## config.mk

```make
export PLATFORM = sky130hd
export DESIGN_NAME = rand_server
export DESIGN_NICKNAME = d
export VERILOG_FILES = /design/src/rtl/rand_server.sv
export SDC_FILE = /design/constraint.sdc
export NUM_CORES = 1
export LEC_CHECK = 0
export ABC_AREA = 1
export CORE_ASPECT_RATIO = 1.5
export CORE_UTILIZATION = 35
export CTS_CLUSTER_DIAMETER = 100
export CTS_CLUSTER_SIZE = 12
export DETAILED_ROUTE_END_ITERATION = 12
export GPL_ROUTABILITY_DRIVEN = 1
export GPL_TIMING_DRIVEN = 0
export PLACE_DENSITY = 0.61
export SLEW_MARGIN = 20
export SYNTH_ARGS = -nofsm -noshare
export SYNTH_HDL_FRONTEND = slang
export SYNTH_SLANG_ARGS = --single-unit
```

## constraint.sdc

```tcl
create_clock -name clk -period 5.8 [get_ports clk]
set_clock_uncertainty 0.15 [all_clocks]
set_input_delay 1.16 -clock clk [delete_from_list [all_inputs] [get_ports clk]]
set_output_delay 1.16 -clock clk [all_outputs]
set_load 0.05 [all_outputs]
```

## src/rtl/rand_server.sv

```systemverilog
// Shared random-number service: free-running 12-bit LFSR, round-robin arbitration,
// and per-grant uniform draws in [0, limit) by mask-and-reject with a bounded retry count.
module rand_server #(
    parameter int NREQ      = 4,
    parameter int W         = 12,
    parameter int MAX_TRIES = 8
) (
    input  logic              clk,
    input  logic              rst,
    input  logic [W-1:0]      seed,
    input  logic [NREQ-1:0]   req,
    input  logic [NREQ*W-1:0] limit,
    output logic [NREQ-1:0]   gnt,
    output logic              valid,
    output logic [W-1:0]      rnd
);
    localparam int PW = $clog2(NREQ);
    localparam int TW = (MAX_TRIES > 1) ? $clog2(MAX_TRIES) : 1;

    typedef enum logic [1:0] {IDLE, DRAW, DONE} state_t;

    state_t        state, state_next;
    logic [W-1:0]  r, r_next, t;
    logic [PW-1:0] ptr, idx, sel_idx;
    logic          found;
    logic [W-1:0]  sel_lim, lim_m1, mask, mask_new, cand;
    logic [W:0]    lim, lim_new;
    logic [TW-1:0] tries;
    logic          accept, last;

    // All-ones up to and including the highest set bit of x.
    function automatic logic [W-1:0] smear(input logic [W-1:0] x);
        logic [W-1:0] m;
        m = x;
        for (int i = W - 2; i >= 0; i--) m[i] = m[i+1] | x[i];
        return m;
    endfunction

    // 0 is escaped to fff and fff folds back to 0, so every 12-bit value is visited.
    always_comb begin
        t = {r[6] ^ r[4] ^ r[1] ^ r[0], r[W-1:1]};
        if (r == '0) r_next = '1;
        else         r_next = (t == '1) ? '0 : t;
    end

    always_comb begin
        found   = 1'b0;
        sel_idx = '0;
        for (int k = 1; k <= NREQ; k++) begin
            if (!found && req[(int'(ptr) + k) % NREQ]) begin
                found   = 1'b1;
                sel_idx = PW'((int'(ptr) + k) % NREQ);
            end
        end
        sel_lim  = limit[int'(sel_idx)*W +: W];
        lim_new  = (sel_lim == '0) ? ((W+1)'(1) << W) : {1'b0, sel_lim};
        lim_m1   = (sel_lim == '0) ? '1 : sel_lim - W'(1);
        mask_new = smear(lim_m1);
    end

    always_comb begin
        cand   = r & mask;
        accept = ({1'b0, cand} < lim);
        last   = (tries == TW'(MAX_TRIES - 1));
        state_next = state;
        case (state)
            IDLE:    if (found) state_next = DRAW;
            DRAW:    if (accept || last) state_next = DONE;
            DONE:    state_next = IDLE;
            default: state_next = IDLE;
        endcase
    end

    always_ff @(posedge clk) begin
        if (rst) begin
            r     <= seed;
            state <= IDLE;
            ptr   <= PW'(NREQ - 1);
            idx   <= '0;
            lim   <= '0;
            mask  <= '0;
            tries <= '0;
            gnt   <= '0;
            valid <= 1'b0;
            rnd   <= '0;
        end else begin
            r     <= r_next;
            state <= state_next;
            gnt   <= '0;
            valid <= 1'b0;
            case (state)
                IDLE: if (found) begin
                    idx   <= sel_idx;
                    lim   <= lim_new;
                    mask  <= mask_new;
                    tries <= '0;
                end
                DRAW: begin
                    // Outputs are registered so they are high for the whole DONE cycle.
                    if (accept || last) begin
                        rnd   <= accept ? cand : cand - lim[W-1:0];
                        valid <= 1'b1;
                        gnt   <= NREQ'(1) << idx;
                        ptr   <= idx;
                    end else begin
                        tries <= tries + TW'(1);
                    end
                end
                default: ;
            endcase
        end
    end
endmodule
```

# --- Word-level counts from Yosys, hierarchy flattened ---
# Index checks and enable logic that the tools add are counted.
word_totals:
  ff_bits: 63
  latchBits: 0
  mem_bits_rw: 0
  rom_bits: 0
  input_bits: 66
  out_inout_bits: 17
  wordCells: 106
  memories: 0
op_classes:
  n_addsub: 7
  multipliers: 1
  n_div: 0
  magnitude_cmp: 5
  n_eq_ne: 6
  shift: 2
  muxes: 33
  bitwise: 21
  reduce_logical: 21
ops:
  columns: ["op", "n"]
  rows:
  - ["$mux W12", 5]
  - ["$shiftx A48 B7 Y12", 1]
  - ["$logic_not A12 Y1", 2]
  - ["$lt A3 B4 Y1 const B", 4]
  - ["$lt A12 B13 Y1", 1]
  - ["$mux W1", 13]
  - ["$mux W13", 1]
  - ["$and A12 B12 Y12", 1]
  - ["$eq A12 B12 Y1 const B", 1]
  - ["$mux W2", 6]
  - ["$sub A12 B1 Y12 const B", 1]
  - ["$sub A12 B12 Y12", 1]
  - ["$or A1 B1 Y1", 11]
  - ["$reduce_or A2 Y1", 5]
  - ["$bmux W1 S2", 4]
  - ["$mux W3", 2]
  - ["$ne A2 B2 Y1 const B", 3]
  - ["$pmux W3 S2", 1]
  - ["$reduce_and A2 Y1", 3]
  - ["$add A2 B1 Y2 const B", 2]
  - ["$add A2 B2 Y2 const B", 2]
  - ["$and A1 B1 Y1 const A", 4]
  - ["$mul A2 B2 Y4 const B", 1]
  - ["$pmux W2 S2", 1]
  - ["13 further kinds", 20]

# --- Depth between registers and ports, before layout ---
logic_depth:
  ltp_word: 31
  mapped_depth: 31
  depth_no_buf: 29

# --- Worst setup path after synthesis ---
# Ideal clock, no wire load.
synth_timing:
  kind: "input to register"
  from: "input req[3]"
  to: "register mask[0]"
  setup_ns: 0.109
  t_arrival_ns: 3.610
  required_ns: 5.541
  path_slack_ns: 1.932
  cell_stages: 28
  path_buffers: 1
  cell_sequence: "inv_1 -> nand2_1 -> nand3_1 -> nand2_1 -> nor2_4 -> nand3_2 -> nand2_2 -> nand2_4 -> buf_6 -> nand2_1 -> o21ai_1 -> nand2_1 -> nand2_1 -> inv_1 -> ha_1 -> nand3_1 -> nor2_4 -> nand2_1 -> nand2_1 -> nand2_1 -> nor2_2 -> nand4_2 -> nor2_2 -> nand4_1 -> nor2_2 -> nand3_1 -> nand2_1 -> inv_1"
synth_between:
  elab_chain_len: 28
synth_rtl:
  columns: ["item", "line", "text"]
  rows:
  - ["start, declared", "11", "input logic [NREQ-1:0] req,"]
  - ["$bmux W1 S2", "50", "if (!found && req[(int'(ptr) + k) % NREQ]) begin"]
  - ["$mux W1 (not written as such) (2 in a row)", "50", null]
  - ["$mux W1", "50", null]
  - ["$logic_not A1 Y1", "50", null]
  - ["$logic_and A1 B1 Y1", "50", null]
  - ["$mux W1", "50", null]
  - ["$logic_not A1 Y1", "50", null]
  - ["$logic_and A1 B1 Y1", "50", null]
  - ["$mux W1", "50", null]
  - ["$logic_not A1 Y1", "50", null]
  - ["$logic_and A1 B1 Y1", "50", null]
  - ["$mux W2", "50", null]
  - ["$mul A2 B2 Y4", "55", "sel_lim = limit[int'(sel_idx)*W +: W];"]
  - ["$shiftx A48 B7 Y12", "55", null]
  - ["$sub A12 B1 Y12 / $logic_not A12 Y1 (equally long branches)", "57", "lim_m1 = (sel_lim == '0) ? '1 : sel_lim - W'(1);"]
  - ["$mux W12", "57", null]
  - ["$or A1 B1 Y1 (11 in a row)", "35", "for (int i = W - 2; i >= 0; i--) m[i] = m[i+1] | x[i];"]
  - ["end signal, assigned", "95", "mask <= mask_new;"]
  - ["end, declared", "26", "logic [W-1:0] sel_lim, lim_m1, mask, mask_new, cand;"]
# Parallel ways exist; a longest one is shown, timed or not. The select of a mux whose other input is x is not followed.
# A chain may end at the register's enable or synchronous reset.

# --- Worst setup path after layout ---
# Ends and elaborated chain as after synthesis.

==> results.py <==
metrics = {
    "run_status": {
        "status": "finished clean",
    },
    "clock_tree": {
        "cts_buffer_depth": 2,
        "cts_hold_buf": 0,
        "clock-root-buffer": "clkbuf_16",
        "clkTransAtPathRegs_ps": 50,
        "cts_resized": 0,
        "cts_sinks": 63,
        "cts_tree": "yes",
        "cts_setup_buffers": 0,
        "clock_latency_ps": 330,
        "h-tree-depth": 3,
        "cts-buffers-inserted": 9,
    },
    "detailed_routing": {
        "finalWirelength_microns": 10400,
        "drc": 0,
        "viasPerCell": 4.65,
        "ant_nets": 0,
        "vias": 3983,
        "wl_per_cell_microns": 12.2,
        "first_pass_iters": 4,
        "drt_iter0_drc": 140,
    },
    "logic_synthesis": {
        "synth_area_sq_mm": 0.00400,
        "yosys_warnings": 0,
        "synth.distinct_cells": 35,
        "syn_nets": 694,
        "yosysTopAreaCellShare_pct": 31.5,
        "ys_seq_area_share_pct": 31.5,
        "synth_cells": 612,
        "ys_top_cells_by_area": "dfxtp_1 32%, nand2_1 15%, inv_1 6.9%, nand3_1 6.4%, a21oi_1 5.4%",
        "synth.avg_cell_area_sq_um": 6.54,
        "synth-seq-cells": 63,
        "yosysTopAreaCell": "dfxtp_1",
    },
    "grt": {
        "grt_max_degree": 11,
        "antenna_found_initial": 0,
        "grt_pass1_wl_microns": 17500,
        "grtUsageTotal_pct": 18.9,
        "grt_overflow": 0,
        "grt_pass1_vias": 3896,
    },
    "worst_setup_path": {
        "timing.reg2reg.setup_slack_ps": 1740,
        "cp_max_fo": 10,
        "cpMostUsedCell": "nand2_1",
        "critPathArrivalTime_ps": 4500,
        "start_kind": "input pin",
        "slowest_delay_ps": 420,
        "path_class": "input pin to flop",
        "crit_required_ps": 5880,
        "cp-end-kind": "flop",
        "crit_slowest_cell": "clkdlybuf4s50_1",
    },
    "timing": {
        "worstMarginPinSlew_ps": 533,
        "max_slew_margin_pct": 64.5,
        "fin_crit_ps": 4410,
        "rsz0062_at_grt": "false",
        "setup_viol": 0,
        "max_freq_ghz": 0.227,
        "period_share_pct": 76.1,
        "report.final.hold_viol_count": 0,
        "setup-tns-final_ps": 0,
        "drv_slew": 0,
        "holdWs_ps": 299,
    },
    "finish": {
        "drive_above_1_share_pct": 9.87,
        "antenna_cells": 0,
        "syn_to_final_growth_pct": 32.6,
        "fin_nets": 786,
    },
    "floorplan": {
        "core_area_sq_mm": 0.0111,
        "fp.dieH_microns": 133,
        "die_x_microns": 89.3,
        "rows": 47,
        "dieArea_sq_mm": 0.0119,
        "initial_core_util_pct": 36.0,
        "io_pins": 83,
    },
    "job": {
        "maxCapViolations": 0,
    },
    "placed_design": {
        "port_buffers": 81,
        "post-dp-hpwl_microns": 8630,
        "place_congestion": 0.834,
    },
    "power_and_ir_drop": {
        "p_per_area_mw_per_mm2": 713,
        "pwr-share-clk_pct": 14.5,
        "ir_worst_vdd_mv": 0.372,
        "p_int_uw": 1830,
        "comb_power_share_pct": 67.9,
        "power_switching_uw": 1950,
        "pwr-share-seq_pct": 17.6,
        "sw_frac_of_total_pct": 51.6,
        "power.static_leakage_uw": 0.00252,
    },
    "worst_hold_path": {
        "hold_path.class": "flop to flop",
    },
}
[cell type report]
class | instances | area (sq um)
Timing Repair Buffer | 81 | 811
Clock inverter | 3 | 40.0
Buffer | 24 | 128
Fill cell | 1136 | 5810
Sequential cell | 63 | 1260
Multi-Input combinational cell | 447 | 2320
Clock buffer | 13 | 270
Tap cell | 147 | 184
Inverter | 78 | 293
[path summary, 6_finish.rpt]
path,start,endpoint,cells after the start
min,rnd[0],rnd[0],2
min reg2reg,rnd[0],rnd[0],2
max,req[3],mask[0],29
max reg2reg,r[2],ptr[1],20
[logic make-up after synthesis]
kind of cell / share of synthesized area, %
adders and majority gates: 5.19
buffers and inverters: 10.5
DFF: 31.5
xor gates and xnor gates: 3.50
AOI/OAI and AO/OA: 13.0
and+or+nand+nor: 36.3
[flip-flops by register name, indices dropped and copies added, names as in the netlist, 3 cells and up]
name	cells
tries	3
rnd	12
r	12
mask	12
gnt	4
lim	13
[worst max-delay path, delay by kind of cell]
kind | cells | cell delay [ps]
compound gates | 1 | 60
buf+inv | 5 | 770
simple gates | 22 | 2310
fa+ha+maj | 1 | 170
[metrics by stage]
step / worst slack, ps / total power [uW] / area (sq um) / utilization, % / cells
finish: 1390 / 3780 / 5310 / 47.8 / 856
detailed placement: 1030 / 3240 / 5000 / 45.0 / 840
global route: 940 / 4180 / 5310 / 47.8 / 856
floorplan: 1930 / 2670 / 4000 / - / 612
CTS: 1370 / 3810 / 5310 / 47.8 / 856
global placement: 1040 / 3190 / 5000 / 45.0 / 840
[cell usage after synthesis, drive strengths merged]
library cell / count
a31oi: 3
and2: 1
a21oi: 44
nor2: 55
a211oi: 1
nand4: 7
nand3: 61
o211ai: 3
fa: 1
or2: 2
nand2: 182
buf: 10
xor2: 13
and3: 1
dfxtp: 63
xnor2: 3
nor3: 7
o21bai: 2
inv: 78
ha: 15
nor4: 1
a22oi: 2
o21ai: 42
clkbuf: 14
a21o: 1
[metal layers]
metal | vias up | GRT usage [%] | wire length, microns
met5 | - | 0 | 0
met4 | 0 | 8.73 | 289
met3 | 20 | 2.74 | 283
met2 | 87 | 33.5 | 5450
met1 | 1728 | 21.7 | 4420
li1 | 2148 | - | -
[cells in the final DEF, fill, tap and decap left out, drive strengths merged, types with 2 or more instances in the layout]
| cell type | instances |
|---|---|
| a21oi | 44 |
| a22oi | 2 |
| a31oi | 3 |
| buf | 10 |
| clkbuf | 27 |
| clkdlybuf4s50 | 81 |
| clkinv | 2 |
| dfxtp | 63 |
| ha | 15 |
| inv | 78 |
| nand2 | 182 |
| nand3 | 61 |
| nand4 | 7 |
| nor2 | 55 |
| nor3 | 7 |
| o211ai | 3 |
| o21ai | 42 |
| o21bai | 2 |
| or2 | 2 |
| xnor2 | 3 |
| xor2 | 13 |
[power by group through the flow]
| stage | clock, uW | sequential, uW | combinational [uW] |
|---|---|---|---|
| global route | 572 | 683 | 2920 |
| CTS | 558 | 665 | 2580 |
| detailed placement | 0 | 672 | 2570 |
| floorplan | 0 | 793 | 1880 |
| finish | 550 | 666 | 2570 |
| global placement | 0 | 671 | 2520 |
(Power assumes the default switching activity.)
